[src/rtl/cpu_pkg.sv]
// Shared CPU-wide sizes and types for the integer register path.
// Latency: n/a (declarations only).
// Backpressure: n/a.
package cpu_pkg;

    localparam int NUM_REGISTERS           = 32;
    localparam int REGISTER_INDEXING_WIDTH = $clog2(NUM_REGISTERS);
    localparam int DATA_WIDTH              = 32;

    typedef logic [REGISTER_INDEXING_WIDTH-1:0] reg_index_t;
    typedef logic [DATA_WIDTH-1:0]              data_t;

endpackage

[src/rtl/pending_counter.sv]
// Per-register count of writes still owed by in-flight instructions.
// Latency: count updates on the clock edge after inc/dec; flags are combinational from count.
// Backpressure: saturates at all-ones (caller gates inc with at_max); dec at zero holds and pulses underflow.
//
// Ports: clk, rst_n (async active-low), inc (reservation fired), dec (writeback),
//        count, nonzero, at_max, underflow (dec with nothing owed and no matching inc).
module pending_counter #(
    parameter int WIDTH = 2
) (
    input  logic             clk,
    input  logic             rst_n,
    input  logic             inc,
    input  logic             dec,
    output logic [WIDTH-1:0] count,
    output logic             nonzero,
    output logic             at_max,
    output logic             underflow
);

    localparam logic [WIDTH-1:0] MAX_COUNT = '1;

    assign nonzero   = (count != '0);
    assign at_max    = (count == MAX_COUNT);
    // A simultaneous inc pays for the dec, so only an unpaired dec at zero is an error.
    assign underflow = dec && !inc && !nonzero;

    always_ff @(posedge clk or negedge rst_n) begin
        if (!rst_n) begin
            count <= '0;
        end else if (inc && !dec && !at_max) begin
            count <= count + WIDTH'(1);
        end else if (dec && !inc && nonzero) begin
            count <= count - WIDTH'(1);
        end
    end

endmodule

[src/rtl/register_scoreboard.sv]
// Architectural integer register file plus per-register pending-write scoreboard.
// Latency: reads and contended flags are combinational (writeback bypassed same cycle); state updates on the clock edge.
// Backpressure: reserve_ready drops when the destination's pending counter is saturated; writeback is never stalled.
//
// Ports: clk, rst_n (async active-low);
//        read_1/read_2 _register -> _data, _contended (decode read ports);
//        reserve_valid/_register -> reserve_ready (destination reservation from decode);
//        writeback_valid/_register/_data (result commit);
//        pending_any (any reservation outstanding), error_underflow (sticky).
module register_scoreboard
    import cpu_pkg::*;
#(
    parameter int DATA_WIDTH    = cpu_pkg::DATA_WIDTH,
    parameter int NUM_REGISTERS = cpu_pkg::NUM_REGISTERS,
    parameter int PENDING_WIDTH = 2
) (
    input  logic                             clk,
    input  logic                             rst_n,
    input  logic [$clog2(NUM_REGISTERS)-1:0] read_1_register,
    output logic [DATA_WIDTH-1:0]            read_1_data,
    output logic                             read_1_contended,
    input  logic [$clog2(NUM_REGISTERS)-1:0] read_2_register,
    output logic [DATA_WIDTH-1:0]            read_2_data,
    output logic                             read_2_contended,
    input  logic                             reserve_valid,
    input  logic [$clog2(NUM_REGISTERS)-1:0] reserve_register,
    output logic                             reserve_ready,
    input  logic                             writeback_valid,
    input  logic [$clog2(NUM_REGISTERS)-1:0] writeback_register,
    input  logic [DATA_WIDTH-1:0]            writeback_data,
    output logic                             pending_any,
    output logic                             error_underflow
);

    localparam int IDX_W = $clog2(NUM_REGISTERS);

    typedef struct packed {
        logic [DATA_WIDTH-1:0] data;
        logic                  contended;
    } read_result_t;

    logic [DATA_WIDTH-1:0]    regfile [NUM_REGISTERS];
    logic [PENDING_WIDTH-1:0] count   [NUM_REGISTERS];
    logic [NUM_REGISTERS-1:0] nonzero;
    logic [NUM_REGISTERS-1:0] at_max;
    logic [NUM_REGISTERS-1:0] underflow;
    logic [NUM_REGISTERS-1:1] fire_vec;
    logic [NUM_REGISTERS-1:1] wb_vec;
    logic                     reserve_fire;
    read_result_t             port_1;
    read_result_t             port_2;

    // x0 never owes anything: its scoreboard slot is tied off.
    assign count[0]     = '0;
    assign nonzero[0]   = 1'b0;
    assign at_max[0]    = 1'b0;
    assign underflow[0] = 1'b0;

    // Ready looks only at state and the requested index so decode can rely on it before asserting valid.
    assign reserve_ready = (reserve_register == '0) || !at_max[reserve_register];
    assign reserve_fire  = reserve_valid && reserve_ready;

    for (genvar r = 1; r < NUM_REGISTERS; r++) begin : g_pending
        assign fire_vec[r] = reserve_fire && (reserve_register == IDX_W'(r));
        assign wb_vec[r]   = writeback_valid && (writeback_register == IDX_W'(r));

        pending_counter #(
            .WIDTH (PENDING_WIDTH)
        ) u_pending_counter (
            .clk       (clk),
            .rst_n     (rst_n),
            .inc       (fire_vec[r]),
            .dec       (wb_vec[r]),
            .count     (count[r]),
            .nonzero   (nonzero[r]),
            .at_max    (at_max[r]),
            .underflow (underflow[r])
        );
    end

    assign pending_any = |nonzero;

    // Same-cycle writeback is forwarded. If that writeback is the only one owed, the reader
    // is no longer contended; with more owed, a younger write is still outstanding.
    // Same-cycle reservations are deliberately not considered: the reserver reads older state.
    function automatic read_result_t read_port(
        input logic [IDX_W-1:0]         idx,
        input logic [DATA_WIDTH-1:0]    stored,
        input logic [PENDING_WIDTH-1:0] cnt,
        input logic                     wb_vld,
        input logic [IDX_W-1:0]         wb_reg,
        input logic [DATA_WIDTH-1:0]    wb_dat
    );
        read_result_t res;
        logic         bypass;
        bypass        = wb_vld && (wb_reg == idx) && (idx != '0);
        res.data      = bypass ? wb_dat : stored;
        res.contended = bypass ? (cnt > PENDING_WIDTH'(1)) : (cnt != '0);
        return res;
    endfunction

    assign port_1 = read_port(read_1_register, regfile[read_1_register], count[read_1_register],
                              writeback_valid, writeback_register, writeback_data);
    assign port_2 = read_port(read_2_register, regfile[read_2_register], count[read_2_register],
                              writeback_valid, writeback_register, writeback_data);

    assign read_1_data      = port_1.data;
    assign read_1_contended = port_1.contended;
    assign read_2_data      = port_2.data;
    assign read_2_contended = port_2.contended;

    // Data is written on every writeback regardless of scoreboard state; x0 is never written.
    always_ff @(posedge clk or negedge rst_n) begin
        if (!rst_n) begin
            for (int i = 0; i < NUM_REGISTERS; i++) begin
                regfile[i] <= '0;
            end
        end else if (writeback_valid && (writeback_register != '0)) begin
            regfile[writeback_register] <= writeback_data;
        end
    end

    always_ff @(posedge clk or negedge rst_n) begin
        if (!rst_n) begin
            error_underflow <= 1'b0;
        end else if (|underflow) begin
            error_underflow <= 1'b1;
        end
    end

endmodule

[config.mk]
export PLATFORM = sky130hd
export DESIGN_NAME = register_scoreboard
export DESIGN_NICKNAME = d
export VERILOG_FILES = /design/src/rtl/cpu_pkg.sv /design/src/rtl/pending_counter.sv /design/src/rtl/register_scoreboard.sv
export SDC_FILE = /design/constraint.sdc
export NUM_CORES = 2
export LEC_CHECK = 0
export BUFFER_PORTS_ARGS = -buffer_cell sky130_fd_sc_hd__buf_2
export CAP_MARGIN = 10
export CORE_ASPECT_RATIO = 0.75
export CORE_MARGIN = 2
export CORE_UTILIZATION = 60
export CTS_CLUSTER_DIAMETER = 50
export CTS_CLUSTER_SIZE = 24
export DETAILED_ROUTE_END_ITERATION = 8
export GPL_TIMING_DRIVEN = 0
export PLACE_DENSITY_LB_ADDON = 0.1
export SLEW_MARGIN = 20
export SYNTH_ARGS = -nofsm -noshare
export SYNTH_HDL_FRONTEND = slang
export SYNTH_SLANG_ARGS = --single-unit
[constraint.sdc]
create_clock -name clk -period 3 [get_ports clk]
set_input_delay 0.15 -clock clk [delete_from_list [all_inputs] [get_ports clk]]
set_output_delay 0.15 -clock clk [all_outputs]
set_load 0.005 [all_outputs]
Word-level counts from Yosys, hierarchy flattened --
Cells that the tools add are included.
Cells by class: order comparisons 7, mux-type cells 83, add/subtract/negate cells 62, equal/unequal tests 95, reduce and logical (&&, ||, !) cells 420, bitwise operators 3
Operators by type and width (number):
- $bwmux 1024 | 1
- $bmux 32 s5 | 2
- $logic_and 1x1->1 | 224
- $mux 32 | 7
- $demux 32 s5 | 1
- $eq 5x5->1 const B | 32
- $mux 2 | 66
- $reduce_bool 2->1 | 64
- $logic_not 1->1 | 125
- $eq 5x4->1 const B | 16
- $add 2x1->2 const B | 31
- $eq 2x2->1 const B | 31
- $reduce_or 31->1 | 2
- $sub 2x1->2 const B | 31
- $eq 5x3->1 const B | 8
- $bmux 2 s5 | 2
- $eq 5x2->1 const B | 4
- $ge 6x6->1 const B | 3
- $not 5->6 | 3
- $reduce_bool 5->1 | 3
- $eq 5x1->1 const B | 2
- $eq 5x5->1 | 2
- $lt 5x6->1 const B | 1
- $lt 6x1->1 const B | 1
- 5 further kinds | 8
Storage, ports and cells: input bits 56, register bits after elaboration 1087, output and inout bits 69, word-level logic and storage cells 734

Longest topological paths before layout --
word-level depth 12, mapped depth 12, mapped depth without buffers 8

Cells and area by module --
A second synthesis with hierarchy kept.
Second synthesis, totals: cell total of the unflattened synthesis 4811, area, all modules 60287.8 µm²
By module, submodules not included:
- register_scoreboard | times used 1, sequential area each 25649.6 µm², area an instance 56447.9 µm², cells each 4346
- pending_counter | times used 31, sequential area each 50.0 µm², area an instance 123.9 µm², cells each 15

Worst setup path after synthesis --
OpenSTA, ideal clock, no wires.
path kind input -> output, start in read_1_register[0], end out read_1_contended, arrival time 2.393 ns, required time 2.850 ns, stages on the path 7, setup slack 0.457 ns, path buffers 3, path through buf_2 > clkbuf_1 > clkbuf_1 > mux4_2 > mux4_2 > a211oi_1 > a21oi_1
On the way: word-level cells in the longest chain between the ends 6, elaborated cells between the ends (all ways) 11, classes of those cells 1 x order compare; 1 x eq/ne; 4 x mux; 1 x bitwise; 4 x reduce/logical
RTL lines:
- start: declaration | line register_scoreboard.sv:19 | input logic [$clog2(NUM_REGISTERS)-1:0] read_1_register,
- $not 5->6 (implied by the code) | line register_scoreboard.sv:102 | assign port_1 = read_port(read_1_register, regfile[read_1_register], count[read_1_register],
- $bmux 2 s5 | line register_scoreboard.sv:102
- $mux 2 (implied by the code) (2 in series) | line register_scoreboard.sv:102
- $gt 2x1->1 or $reduce_bool 2->1 (tied branches) | line register_scoreboard.sv:98 | res.contended = bypass ? (cnt > PENDING_WIDTH'(1)) : (cnt != '0);
- $mux 1 * | line register_scoreboard.sv:98
- end: declaration | line register_scoreboard.sv:21 | output logic read_1_contended,
Mark *: on every way between the ends. The rest lies on a longest branch, timed or not. The select of a mux whose other input is x is not followed.

Worst setup path after layout --
start in writeback_register[3], end reg regfile[183] (netlist name)
On the way: word-level cells in the longest chain between the ends 6, elaborated cells between the ends (all ways) 9, classes of those cells 2 x order compare; 3 x mux; 1 x bitwise; 3 x reduce/logical
RTL lines:
- start: declaration | line register_scoreboard.sv:29 | input logic [$clog2(NUM_REGISTERS)-1:0] writeback_register,
- $not 5->6 (implied by the code) | line register_scoreboard.sv:119 | regfile[writeback_register] <= writeback_data;
- $ge 6x6->1 (implied by the code) or $lt 6x1->1 (tied branches) | line register_scoreboard.sv:119
- $logic_and 1x1->1 (implied by the code) | line register_scoreboard.sv:119
- $mux 32 (implied by the code) | line register_scoreboard.sv:119
- $demux 32 s5 | line register_scoreboard.sv:119
- $bwmux 1024 | line register_scoreboard.sv:119
- end signal: indexed assignment | line register_scoreboard.sv:119
- end: declaration | line register_scoreboard.sv:42 | logic [DATA_WIDTH-1:0] regfile [NUM_REGISTERS];
Several ways; a longest one is shown, not always the timed one. A chain may end at the register's enable or synchronous reset.

==> flow_summary.yaml <==
logic_synthesis:
  synth_area_sq_um: 59850
  synth_top_area_cell: "dfrtp_1"
  yosys.cell_types.count: 80
  syn_nets: 4187
  synthFlopType: "dfrtp_1"
  synth_enable_flop_cells: 0
  synth_seq_cells: 1087
  yosysSeqAreaShare_pct: 45.45
  synthTopCellsByArea: "dfrtp_1 45%, mux4_2 25%, mux2_2 17%"
  syn_avg_cell_area_sq_um: 14.49
  ys_async_sr_fraction_pct: 100.0
  yosysTopAreaCellShare_pct: 45.45
  synth_warnings: 0
  syn_inst: 4131
clock_tree:
  cts_root_buffer: "clkbuf_16"
  h-tree-depth: 3
  clockBufferDepth: 3
  numCtsBuffers: 106
  cts_tree: "done"
  cts.sinks: 1087
  clk_pin_slew_worst_paths_ps: 60
  hold_buffers: 38
  clk_latency_ps: 730
sta:
  fin_crit_sh_pct: 102.6
  drv_slew: 0
  worst_slew_pin_slew_ps: 1300
  final-hold-violation-count: 121
  fin_tns_setup_ps: -986.9
  post-route-min-period_ps: 3079
  rsz0062_at_grt: "true"
  clock_skew_ps: 16.10
  final-setup-viol-count: 24
  whs_ps: -368.7
  maxSlewHeadroom_pct: 13.32
  worst_slack_ps: -78.80
  fmax_mhz: 324.8
status:
  violations: "hold timing, setup timing"
  status: "finished with violations"
grt:
  grt_pass1_vias: 41889
  grt_use_total_pct: 40.63
  grt_use_met3_pct: 16.54
  grtUsageMet1_pct: 58.60
  grt_busiest_layer: "met1"
  met2_usage_pct: 54.69
  antenna_found_initial: 0
  grt-ovfl-total: 0
  grt_max_degree: 132
  grt_pass1_wl_mm: 294.3
floorplanning:
  fp.dieW_um: 368.7
  start_util_pct: 60.39
  ios: 125
  dieHeight_um: 277.5
  core_sq_um: 99100
  die_area_sq_um: 102300
  num_rows: 100
placement:
  finalWeightedCongestion: 0.9934
  post-dp-hpwl_mm: 142.2
  io_buffers: 112
route:
  vias: 42209
  routed_wl_mm: 203.9
  drc: 0
  via_per_inst: 7.254
  dr.pass1.iters: 6
  drtIter0Drc: 5910
  drtAntennaViolNets: 0
  wl_per_cell_um: 35.05
pwr:
  p_leak_nw: 28.90
  power_mw: 44.70
  ir_drop_mv: 0.5288
  powerDensity_nw_per_um2: 665.2
cells_and_area:
  ff_latch_area_sq_um: 27220
  nets: 4453
  multiInputGateArea_sq_um: 30880
  drive_above_1_share_pct: 48.05
  area_delta_synth_final_pct: 12.27
  finish.utilization_pct: 67.80
  fillers: 6986
critical_path:
  critical_path_required_ps: 3620
  critPathKind: "primary input to flop"
  worst_setup_path_end_kind: "flop"
  cp_max_fo: 10
  cp-start-kind: "primary input"
  crit_arrival_ps: 3700
run:
  cap_violations: 0
min_path:
  min_path_type: "primary input to asynchronous set/reset pin"
[worst paths after layout]
| kind | endpoint | from | depth (start not counted) | slack, ps |
|---|---|---|---|---|
| worst min register to register | regfile[1014]$_DFFE_PN0P_ | regfile[1014]$_DFFE_PN0P_ | 1 | 480 |
| max in group asynchronous | regfile[390]$_DFFE_PN0P_ | rst_n | 8 | 590 |
| worst max register to register | error_underflow$_DFFE_PN0P_ | g_pending[20].u_pending_counter.count[0]$_DFFE_PN0P_ | 10 | 80 |
| min in group clk | g_pending[10].u_pending_counter.count[1]$_DFFE_PN0P_ | reserve_register[0] | 5 | 50 |
| worst max-delay path | regfile[183]$_DFFE_PN0P_ | writeback_register[3] | 7 | -80 |
| worst min-delay path | regfile[664]$_DFFE_PN0P_ | rst_n | 4 | -370 |
[where the power goes]
| group | total (mW) | switching (mW) | leakage (nW) | internal (mW) |
|---|---|---|---|---|
| sequential | 19.9 | 2.43 | 13.8 | 17.5 |
| clock | 14.8 | 6.97 | 1.86 | 7.84 |
| combinational | 10.0 | 4.17 | 13.2 | 5.84 |
[state kept, by name, indices dropped and copies added (netlist names)]
register                           count
error_underflow                        1
g_pending.u_pending_counter.count     62
regfile                             1024
[cells in the final DEF, fill, tap and decap left out, types with 16 or more instances in the layout]
| master | synthesis | routed |
|---|---|---|
| a21oi_1 | 36 | 35 |
| buf_2 | 48 | 143 |
| buf_4 | 0 | 43 |
| clkbuf_1 | 333 | 233 |
| clkbuf_16 | 0 | 106 |
| clkbuf_2 | 0 | 77 |
| clkbuf_4 | 0 | 33 |
| dfrtp_1 | 1087 | 1074 |
| dlygate4sd3_1 | 0 | 34 |
| inv_1 | 31 | 31 |
| inv_6 | 0 | 23 |
| inv_8 | 0 | 18 |
| mux2_2 | 899 | 899 |
| mux2i_1 | 64 | 64 |
| mux4_2 | 676 | 676 |
| nand2_1 | 420 | 420 |
| nand3_1 | 16 | 16 |
| nand3b_1 | 19 | 19 |
| nand4_1 | 18 | 18 |
| nor2_1 | 57 | 48 |
| nor4_1 | 20 | 20 |
| o21ai_0 | 106 | 102 |
| o21ai_1 | 15 | 18 |
[cells in the mapped netlist, drive strengths merged (18+ instances only)]
library cell and number:
nand2 420, mux2i 64, o21ai 121, nor3 25, dfrtp 1087, a21boi 22, a21oi 36, clkbuf 333
buf 110, nor2 59, inv 31, nor4 21, mux2 899, mux4 676, nand4 18, nand3b 19
[metrics by stage]
step,setup slack [ps],instances,cell area [sq um]
final,-78.80,5819,67190
after global routing,-43.58,5817,67180
after CTS,5.765,5820,67110
after detailed placement,-1698,5579,62420
after global placement,-22290,5569,62070
after floorplan,457.2,4131,59850
[worst max-delay path, stage by stage]
cell and delay [ps]:
clkbuf_1 460, clkbuf_1 390, nor2b_1 320, nand2_1 160
nor2_2 850, clkbuf_1 900, mux2_2 430
[repair_timing]
item,in CTS,in global routing
pin swaps,4,2
endpoints found under the setup margin,68,46
cloned,0,0
resized for setup,227,46
buffers inserted,2,0
endpoints found under the hold margin,440,121
[routing by layer]
| metal | vias to the layer above | part of all wire [%] |
|---|---|---|
| li1 | 16394 | - |
| met1 | 22444 | 39 |
| met2 | 2828 | 42 |
| met3 | 537 | 14 |
| met4 | 6 | 4.9 |
| met5 | - | 0.11 |
[cell families after synthesis]
family                    after synthesis  share of synthesized area, %
muxes                                1639                         43.42
xor gates and xnor gates                8                        0.1171
and+or+nand+nor                       657                         5.062
DFF                                  1087                         45.45
buffers and inverters                 474                         3.123
AOI/OAI and AO/OA                     266                         2.822
[area by class of cell]
class                           instances  area share, %
Antenna cell                            2       0.007449
Sequential cell                      1087          40.51
Inverter                               31         0.1732
Clock inverter                         87          1.678
Clock buffer                          115          4.058
Tap cell                             1326          2.469
Multi-Input combinational cell       2570          45.97
Timing Repair Buffer                  162          1.911
Buffer                                439          3.229
(Power assumes the default switching activity.)
